===== config.mk =====
export PLATFORM = sky130hd
export DESIGN_NAME = alu_arb2
export DESIGN_NICKNAME = d
export VERILOG_FILES = /design/src/rtl/alu_arb_pkg.sv /design/src/rtl/alu_arb2_rr.sv /design/src/rtl/alu_arb2.sv
export SDC_FILE = /design/constraint.sdc
export NUM_CORES = 1
export LEC_CHECK = 0
export CAP_MARGIN = 10
export CORE_UTILIZATION = 41
export CTS_BUF_LIST = sky130_fd_sc_hd__clkbuf_8
export DETAILED_ROUTE_END_ITERATION = 16
export GPL_TIMING_DRIVEN = 0
export PLACE_DENSITY = 0.95
export SLEW_MARGIN = 20
export SYNTH_ARGS = -nofsm -noshare
export SYNTH_HDL_FRONTEND = slang
export SYNTH_SLANG_ARGS = --single-unit

===== constraint.sdc =====
create_clock -name clk -period 3.92 [get_ports clk]
set_input_delay 0.98 -clock clk [delete_from_list [all_inputs] [get_ports clk]]
set_output_delay 0.98 -clock clk [all_outputs]
set_load 0.03 [all_outputs]

===== src/rtl/alu_arb_pkg.sv =====
// Shared definitions for the two-requester arithmetic-unit arbiter (alu_arb2).
// Holds the op encodings, the sequencer state type and the default widths.
package alu_arb_pkg;

  localparam int DATA_W_DEF = 8;
  localparam int OP_W_DEF   = 3;

  // Op encoding is {sel[1:0], carryin}, matching the arithmetic unit.
  localparam logic [2:0] OP_PASS  = 3'b000;
  localparam logic [2:0] OP_INC   = 3'b001;
  localparam logic [2:0] OP_ADD   = 3'b010;
  localparam logic [2:0] OP_ADDC  = 3'b011;
  localparam logic [2:0] OP_ADDNB = 3'b100;
  localparam logic [2:0] OP_SUB   = 3'b101;
  localparam logic [2:0] OP_DEC   = 3'b110;
  localparam logic [2:0] OP_PASS2 = 3'b111;

  typedef enum logic [1:0] {
    IDLE = 2'd0,
    EXEC = 2'd1,
    RESP = 2'd2
  } state_t;

endpackage


===== src/rtl/alu_arb2_rr.sv =====
// Combinational two-way round-robin winner select for alu_arb2.
// With ALU_ARB_LOCK_EN defined, an active lock pins the grant to the
// requester that won last, ignoring the other one.
module rr_arb2
  import alu_arb_pkg::*;
(
  input  logic valid0,
  input  logic valid1,
  input  logic last_grant,
`ifdef ALU_ARB_LOCK_EN
  input  logic lock_active,
`endif
  output logic grant_valid,
  output logic grant
);

  // Pick the winner: a lone requester wins, a tie goes to the one that did not win last.
  always_comb begin
    grant_valid = valid0 | valid1;
    grant       = 1'b0;
    if (valid0 && valid1) begin
      grant = ~last_grant;
    end else if (valid1) begin
      grant = 1'b1;
    end
`ifdef ALU_ARB_LOCK_EN
    if (lock_active) begin
      grant       = last_grant;
      grant_valid = last_grant ? valid1 : valid0;
    end
`endif
  end

endmodule


===== src/rtl/alu_arb2.sv =====
// alu_arb2: round-robin arbiter and sequencer in front of the shared 8-bit
// arithmetic unit. Accepts one command at a time from two requesters, drives
// the unit from registered operands, captures its result and returns it to
// the requester that issued the command.
// Optional feature: define ALU_ARB_LOCK_EN to add req0_lock/req1_lock, which
// let a requester keep the grant across consecutive commands.
module alu_arb2
  import alu_arb_pkg::*;
#(
  parameter int DATA_W = DATA_W_DEF,
  parameter int OP_W   = OP_W_DEF
) (
  input  logic              clk,
  input  logic              rst,
  input  logic              req0_valid,
  output logic              req0_ready,
  input  logic [OP_W-1:0]   req0_op,
  input  logic [DATA_W-1:0] req0_a,
  input  logic [DATA_W-1:0] req0_b,
  input  logic              req1_valid,
  output logic              req1_ready,
  input  logic [OP_W-1:0]   req1_op,
  input  logic [DATA_W-1:0] req1_a,
  input  logic [DATA_W-1:0] req1_b,
  output logic              rsp0_valid,
  input  logic              rsp0_ready,
  output logic [DATA_W-1:0] rsp0_data,
  output logic              rsp1_valid,
  input  logic              rsp1_ready,
  output logic [DATA_W-1:0] rsp1_data,
`ifdef ALU_ARB_LOCK_EN
  input  logic              req0_lock,
  input  logic              req1_lock,
`endif
  output logic [1:0]        alu_sel,
  output logic              alu_carryin,
  output logic [DATA_W-1:0] alu_a,
  output logic [DATA_W-1:0] alu_b,
  input  logic [DATA_W-1:0] alu_result,
  output logic              busy,
  output logic              last_grant
);

  state_t            state;
  logic [OP_W-1:0]   op_r;
  logic [DATA_W-1:0] a_r;
  logic [DATA_W-1:0] b_r;
  logic [DATA_W-1:0] result_r;
  logic              grant_valid;
  logic              grant;
  logic              accept;
  logic              rsp_done;
`ifdef ALU_ARB_LOCK_EN
  logic              lock_active;
`endif

  rr_arb2 u_rr (
    .valid0      (req0_valid),
    .valid1      (req1_valid),
    .last_grant  (last_grant),
`ifdef ALU_ARB_LOCK_EN
    .lock_active (lock_active),
`endif
    .grant_valid (grant_valid),
    .grant       (grant)
  );

  // The current owner is always last_grant, so it steers the response side too.
  assign accept     = (state == IDLE) && grant_valid;
  assign req0_ready = accept && !grant;
  assign req1_ready = accept && grant;
  assign rsp0_valid = (state == RESP) && !last_grant;
  assign rsp1_valid = (state == RESP) && last_grant;
  assign rsp0_data  = rsp0_valid ? result_r : '0;
  assign rsp1_data  = rsp1_valid ? result_r : '0;
  assign rsp_done   = (state == RESP) && (last_grant ? rsp1_ready : rsp0_ready);
  assign busy       = (state != IDLE);
  assign alu_sel    = op_r[2:1];
  assign alu_carryin = op_r[0];
  assign alu_a      = a_r;
  assign alu_b      = b_r;

  // Sequencer: latch the winning command, hold it for one EXEC cycle, then wait for the response handshake.
  always_ff @(posedge clk) begin
    if (rst) begin
      state       <= IDLE;
      op_r        <= '0;
      a_r         <= '0;
      b_r         <= '0;
      result_r    <= '0;
      last_grant  <= 1'b1;
`ifdef ALU_ARB_LOCK_EN
      lock_active <= 1'b0;
`endif
    end else begin
      case (state)
        IDLE: begin
          if (accept) begin
            op_r       <= grant ? req1_op : req0_op;
            a_r        <= grant ? req1_a : req0_a;
            b_r        <= grant ? req1_b : req0_b;
            last_grant <= grant;
`ifdef ALU_ARB_LOCK_EN
            lock_active <= grant ? req1_lock : req0_lock;
`endif
            state      <= EXEC;
          end
        end
        EXEC: begin
          result_r <= alu_result;
          state    <= RESP;
        end
        RESP: begin
          if (rsp_done) begin
            state <= IDLE;
          end
        end
        default: state <= IDLE;
      endcase
    end
  end

endmodule

# [Word level (Yosys, flattened, before mapping)]
# Cells that the tools add are included.
[word_totals] regBits=30 output_inout_bits=41 wordCells=36
[op_classes] eq_ne=4 mux=11 bitwise=2 n_reduce_logical=13
[op_table] cell="$mux W8" n=4
[op_table] cell="$logic_and A1 B1 Y1" n=7
[op_table] cell="$pmux W2 S3" n=1
[op_table] cell="$mux W2" n=2
[op_table] cell="$ne A2 B2 Y1 const B" n=2
[op_table] cell="$reduce_and A2 Y1" n=2
[op_table] cell="$mux W1" n=3
[op_table] cell="$mux W3" n=1
[op_table] cell="$eq A2 B1 Y1 const B" n=1
[op_table] cell="$eq A2 B2 Y1 const B" n=1
[op_table] cell="$logic_not A1 Y1" n=2
[op_table] cell="$logic_not A2 Y1" n=1
[op_table] cell="$reduce_bool A2 Y1" n=1
[op_table] cell="$not A1 Y1" n=1
[op_table] cell="$or A1 B1 Y1" n=1

# [Longest topological paths before layout]
[logic_depth] depth_word=4 depth_mapped=5 depth_no_buf=3

# [Cells and area by module]
# A second synthesis with hierarchy kept.
[hier_totals] cells_unflattened=156 area_unflattened_um2=1435.1
[by_module_without_submodules] module="alu_arb2" instances=1 cells_per_inst=154 area_per_inst_um2=1421.4
[by_module_without_submodules] module="rr_arb2" instances=1 cells_per_inst=2 area_per_inst_um2=13.8

# [Worst setup path before layout]
# OpenSTA, ideal clock, no wires.
[synth_timing] path_type="input -> output" startpoint="in req1_valid" endpoint="out req0_ready" t_arrival_ns=1.877 required_ns=2.940 slack_ns=1.063 stages=4 path_buffers=1 cell_sequence="or2_1 -> clkbuf_1 -> nand2_1 -> nor2_1"
[synth_between] elab_chain_len=4 word_cells_on_any_way=7 cone_classes="mux: 2; bitwise: 1; reduce/logical: 4"
[synth_rtl] item="start: declaration" line_no="alu_arb2.sv:20" source="input logic req1_valid,"
[synth_rtl] item="$mux W1 or $logic_and A1 B1 Y1 (tied branches)" line_no="alu_arb2_rr.sv:23, alu_arb2_rr.sv:21"
[synth_rtl] item="$mux W1" line_no="alu_arb2_rr.sv:21" source="if (valid0 && valid1) begin"
[synth_rtl] item="$logic_not A1 Y1" line_no="alu_arb2.sv:70" source="assign req0_ready = accept && !grant;"
[synth_rtl] item="$logic_and A1 B1 Y1 (*)" line_no="alu_arb2.sv:70"
[synth_rtl] item="end: declaration" line_no="alu_arb2.sv:16" source="output logic req0_ready,"
# Every way passes the cells marked *; elsewhere a longest branch is shown, timed or not.

# [Final worst setup path]
[layout_timing] startpoint="in req0_valid" endpoint="out req0_ready"
[layout_between] elab_chain_len=4 word_cells_on_any_way=6 cone_classes="mux: 1; bitwise: 1; reduce/logical: 4"
[layout_rtl] item="start: declaration" line_no="alu_arb2.sv:15" source="input logic req0_valid,"
[layout_rtl] item="$logic_and A1 B1 Y1" line_no="alu_arb2_rr.sv:21"
[layout_rtl] item="$mux W1" line_no="alu_arb2_rr.sv:21"
[layout_rtl] item="$logic_not A1 Y1" line_no="alu_arb2.sv:70"
[layout_rtl] item="$logic_and A1 B1 Y1 (*)" line_no="alu_arb2.sv:70"
# Marked as above.

==> impl_metrics.env <==
export IMPL_grt_pass1_vias=1530
export IMPL_power_uw=928
export IMPL_synth_seq_cells=30
export IMPL_setup_slack_ns=0.121
export IMPL_worstSetupStartpointType="primary input"
export IMPL_grt_pass1_wl_mm=6.50
export IMPL_syn_cell_area_mm2=0.00148
export IMPL_worstPathArrival_ns=2.82
export IMPL_cp_data_required_time_ns=2.94
export IMPL_avgRoutedWirePerCell_um=13.1
export IMPL_core_mm2=0.00339
export IMPL_hold_viol_final=0
export IMPL_place_congestion=0.761
export IMPL_synth_top_area_share_pct=40.6
export IMPL_dpl_hpwl_mm=3.15
export IMPL_totalWireLength_mm=4.26
export IMPL_vias=1661
export IMPL_setup_viol_count_final=0
export IMPL_top_usage_layer="met2"
export IMPL_grt_antenna_before_repair=0
export IMPL_post_route_period_util_pct=96.9
export IMPL_cts_root_buffer_cell="clkbuf_8"
export IMPL_track_usage_pct=23.6
export IMPL_synth_edf_count=0
export IMPL_n_antenna_cell=0
export IMPL_syn_num_nets=234
export IMPL_syn_area_per_cell_um2=8.13
export IMPL_cts_buffers=5
export IMPL_r2r_start="state[0]$_SDFFE_PP0P_"
export IMPL_crit_fanout=12
export IMPL_synth_area_leader_cell="dfxtp_1"
export IMPL_timing_fmax_ghz=0.263
export IMPL_clk_path_buf_depth=2
export IMPL_globalRouteMet3Util_pct=9.73
export IMPL_nFillCells=254
export IMPL_grt_max_degree=13
export IMPL_cts_hold_buf=0
export IMPL_die_y_um=62.1
export IMPL_criticalPathCategory="primary input to output pin"
export IMPL_io_buffers=91
export IMPL_start_util_pct=43.6
export IMPL_overflow=0
export IMPL_place_ws_ns=-0.00504
export IMPL_tightest_slew_ns=0.663
export IMPL_yosys_warnings=0
export IMPL_cts_max_level=2
export IMPL_synth_cells=182
export IMPL_cts_sinks=30
export IMPL_relSlewSlack_pct=55.8
export IMPL_finalClockSkew_ns=0.00289
export IMPL_antenna_left=0
export IMPL_cts_repair_resized=0
export IMPL_rsz0062_at_grt="no"
export IMPL_outcome="finished clean"
export IMPL_drv_slew=0
export IMPL_synth_seq_area_share_pct=40.6
export IMPL_gr_usage_met2_pct=41.8
export IMPL_die_w_um=62.1
export IMPL_ios=93
export IMPL_synth_distinct_cells=21
export IMPL_dieArea_mm2=0.00385
export IMPL_layout_min_cycle_time_ns=3.80
export IMPL_dr_pass1_iters=4
export IMPL_yosys_cell_count_top_type="nand2_1"
export IMPL_r2r_end="alu_a[7]$_SDFFE_PP0P_"
export IMPL_synth_ff_type="dfxtp_1"
export IMPL_rr_worst_depth=4
export IMPL_async_reset_ff_share_pct=0
export IMPL_instances_no_fill=326
export IMPL_synthTopCellsByArea="dfxtp_1 (41%), nand2_1 (14%), a311oi_2 (10%)"
export IMPL_vias_per_cell=5.10
export IMPL_holdWs_ns=0.462
export IMPL_worstHoldStart="result_r[0]$_SDFFE_PP0N_"
export IMPL_final_util_pct=74.8
export IMPL_drt_iter0_drc=64
export IMPL_holdPathEnd="result_r[0]$_SDFFE_PP0N_"
export IMPL_synthTopCellsByCount="nand2_1 (56), dfxtp_1 (30), a21oi_1 (28), and2_1 (17), a311oi_2 (10)"
export IMPL_rrSetupSlack_ns=2.45
export IMPL_cts_tree="done"
export IMPL_row_count=21
export IMPL_min_path_type="flip-flop to flip-flop"
export IMPL_drive_gt1_share_pct=9.64
export IMPL_grtUsageMet1_pct=24.4
export IMPL_dp_cells=319
export IMPL_clk_pin_slew_worst_paths_ns=0.06
export IMPL_clock_latency_ns=0.28
export IMPL_p_leak_nw=0.960
export IMPL_holdPathStages=2
export IMPL_area_growth_pct=71.4
export IMPL_maxCapViolCount=0
export IMPL_post_cts_buffers=0
export IMPL_end_kind="output pin"
export IMPL_p_per_area_mw_per_mm2=366
export IMPL_peakVddDrop_mv=0.281
export IMPL_drc=0
export IMPL_final_net_count=331
==> how the worst max path moves through the flow <==
stage,startpoint,to,slack [ns],cells past startpoint
after CTS,req0_valid,req0_ready,0.14,5
final,req0_valid,req0_ready,0.12,5
after global routing,req0_valid,req0_ready,0.06,5
after floorplan,req1_valid,req0_ready,1.06,4
after global placement,req0_valid,req0_ready,-0.005,6
after detailed placement,req0_valid,req0_ready,-0.005,6
==> cells in the final DEF (no fill, tap or decap), drive strengths merged, types with 2 or more instances in the layout <==
master | netlist | routed
and2 | 17 | 17
a21oi | 28 | 28
nand2 | 56 | 56
inv | 1 | 2
buf | 8 | 8
dfxtp | 30 | 30
clkbuf | 8 | 13
nor2 | 4 | 4
nor2b | 2 | 2
clkdlybuf4s50 | 0 | 91
a311oi | 19 | 19
==> metal layers <==
layer	part of all wire (%)	wire, um
met1	38	1620
met4	1.5	63
met5	0	0
met3	8.6	367
met2	52	2210
==> area by class of cell <==
| type | instances | area (um^2) | area share (%) |
|---|---|---|---|
| repair buffers | 91 | 911 | 35.9 |
| multi-input cells | 135 | 792 | 31.2 |
| flip-flops and latches | 30 | 601 | 23.7 |
| clock buffers | 6 | 82.6 | 3.26 |
| plain buffers | 15 | 78.8 | 3.11 |
| well taps | 46 | 57.6 | 2.27 |
| clock inverters | 2 | 8.76 | 0.346 |
| inverters | 1 | 3.75 | 0.148 |
==> report_power, final <==
group,leakage [nW],switching [mW],total [mW],internal [mW]
combinational,0.660,0.165,0.315,0.150
clock,0.0524,0.115,0.254,0.139
sequential,0.248,0.0202,0.359,0.339
total,0.960,0.301,0.928,0.627
==> worst max-delay path, cell delays in order <==
cell and delay [ns]:
clkdlybuf4s50_1 0.52, or2_1 0.38, nand2_1 0.12, nor2_1 0.14, clkdlybuf4s50_1 0.68
==> logic make-up after synthesis <==
kind of cell	Yosys count	synth area share, %
AOI/OAI and AO/OA	50	26.8
buffers and inverters	17	5.84
DFF	30	40.6
muxes	1	0.677
and+or+nand+nor	84	26.1
==> sequential cells by signal (all words and copies together), names as in the netlist <==
name / count
alu_a: 8
alu_b: 8
last_grant: 1
op_r: 3
result_r: 8
state: 2
==> through the flow <==
step	TNS (ns)	area, um^2
final	0	2530
after global routing	0	2530
after global placement	-0.00544	2450
after floorplan	0	1480
after detailed placement	-0.00504	2450
after CTS	0	2530
No activity file was read; power rests on OpenSTA's default activity.
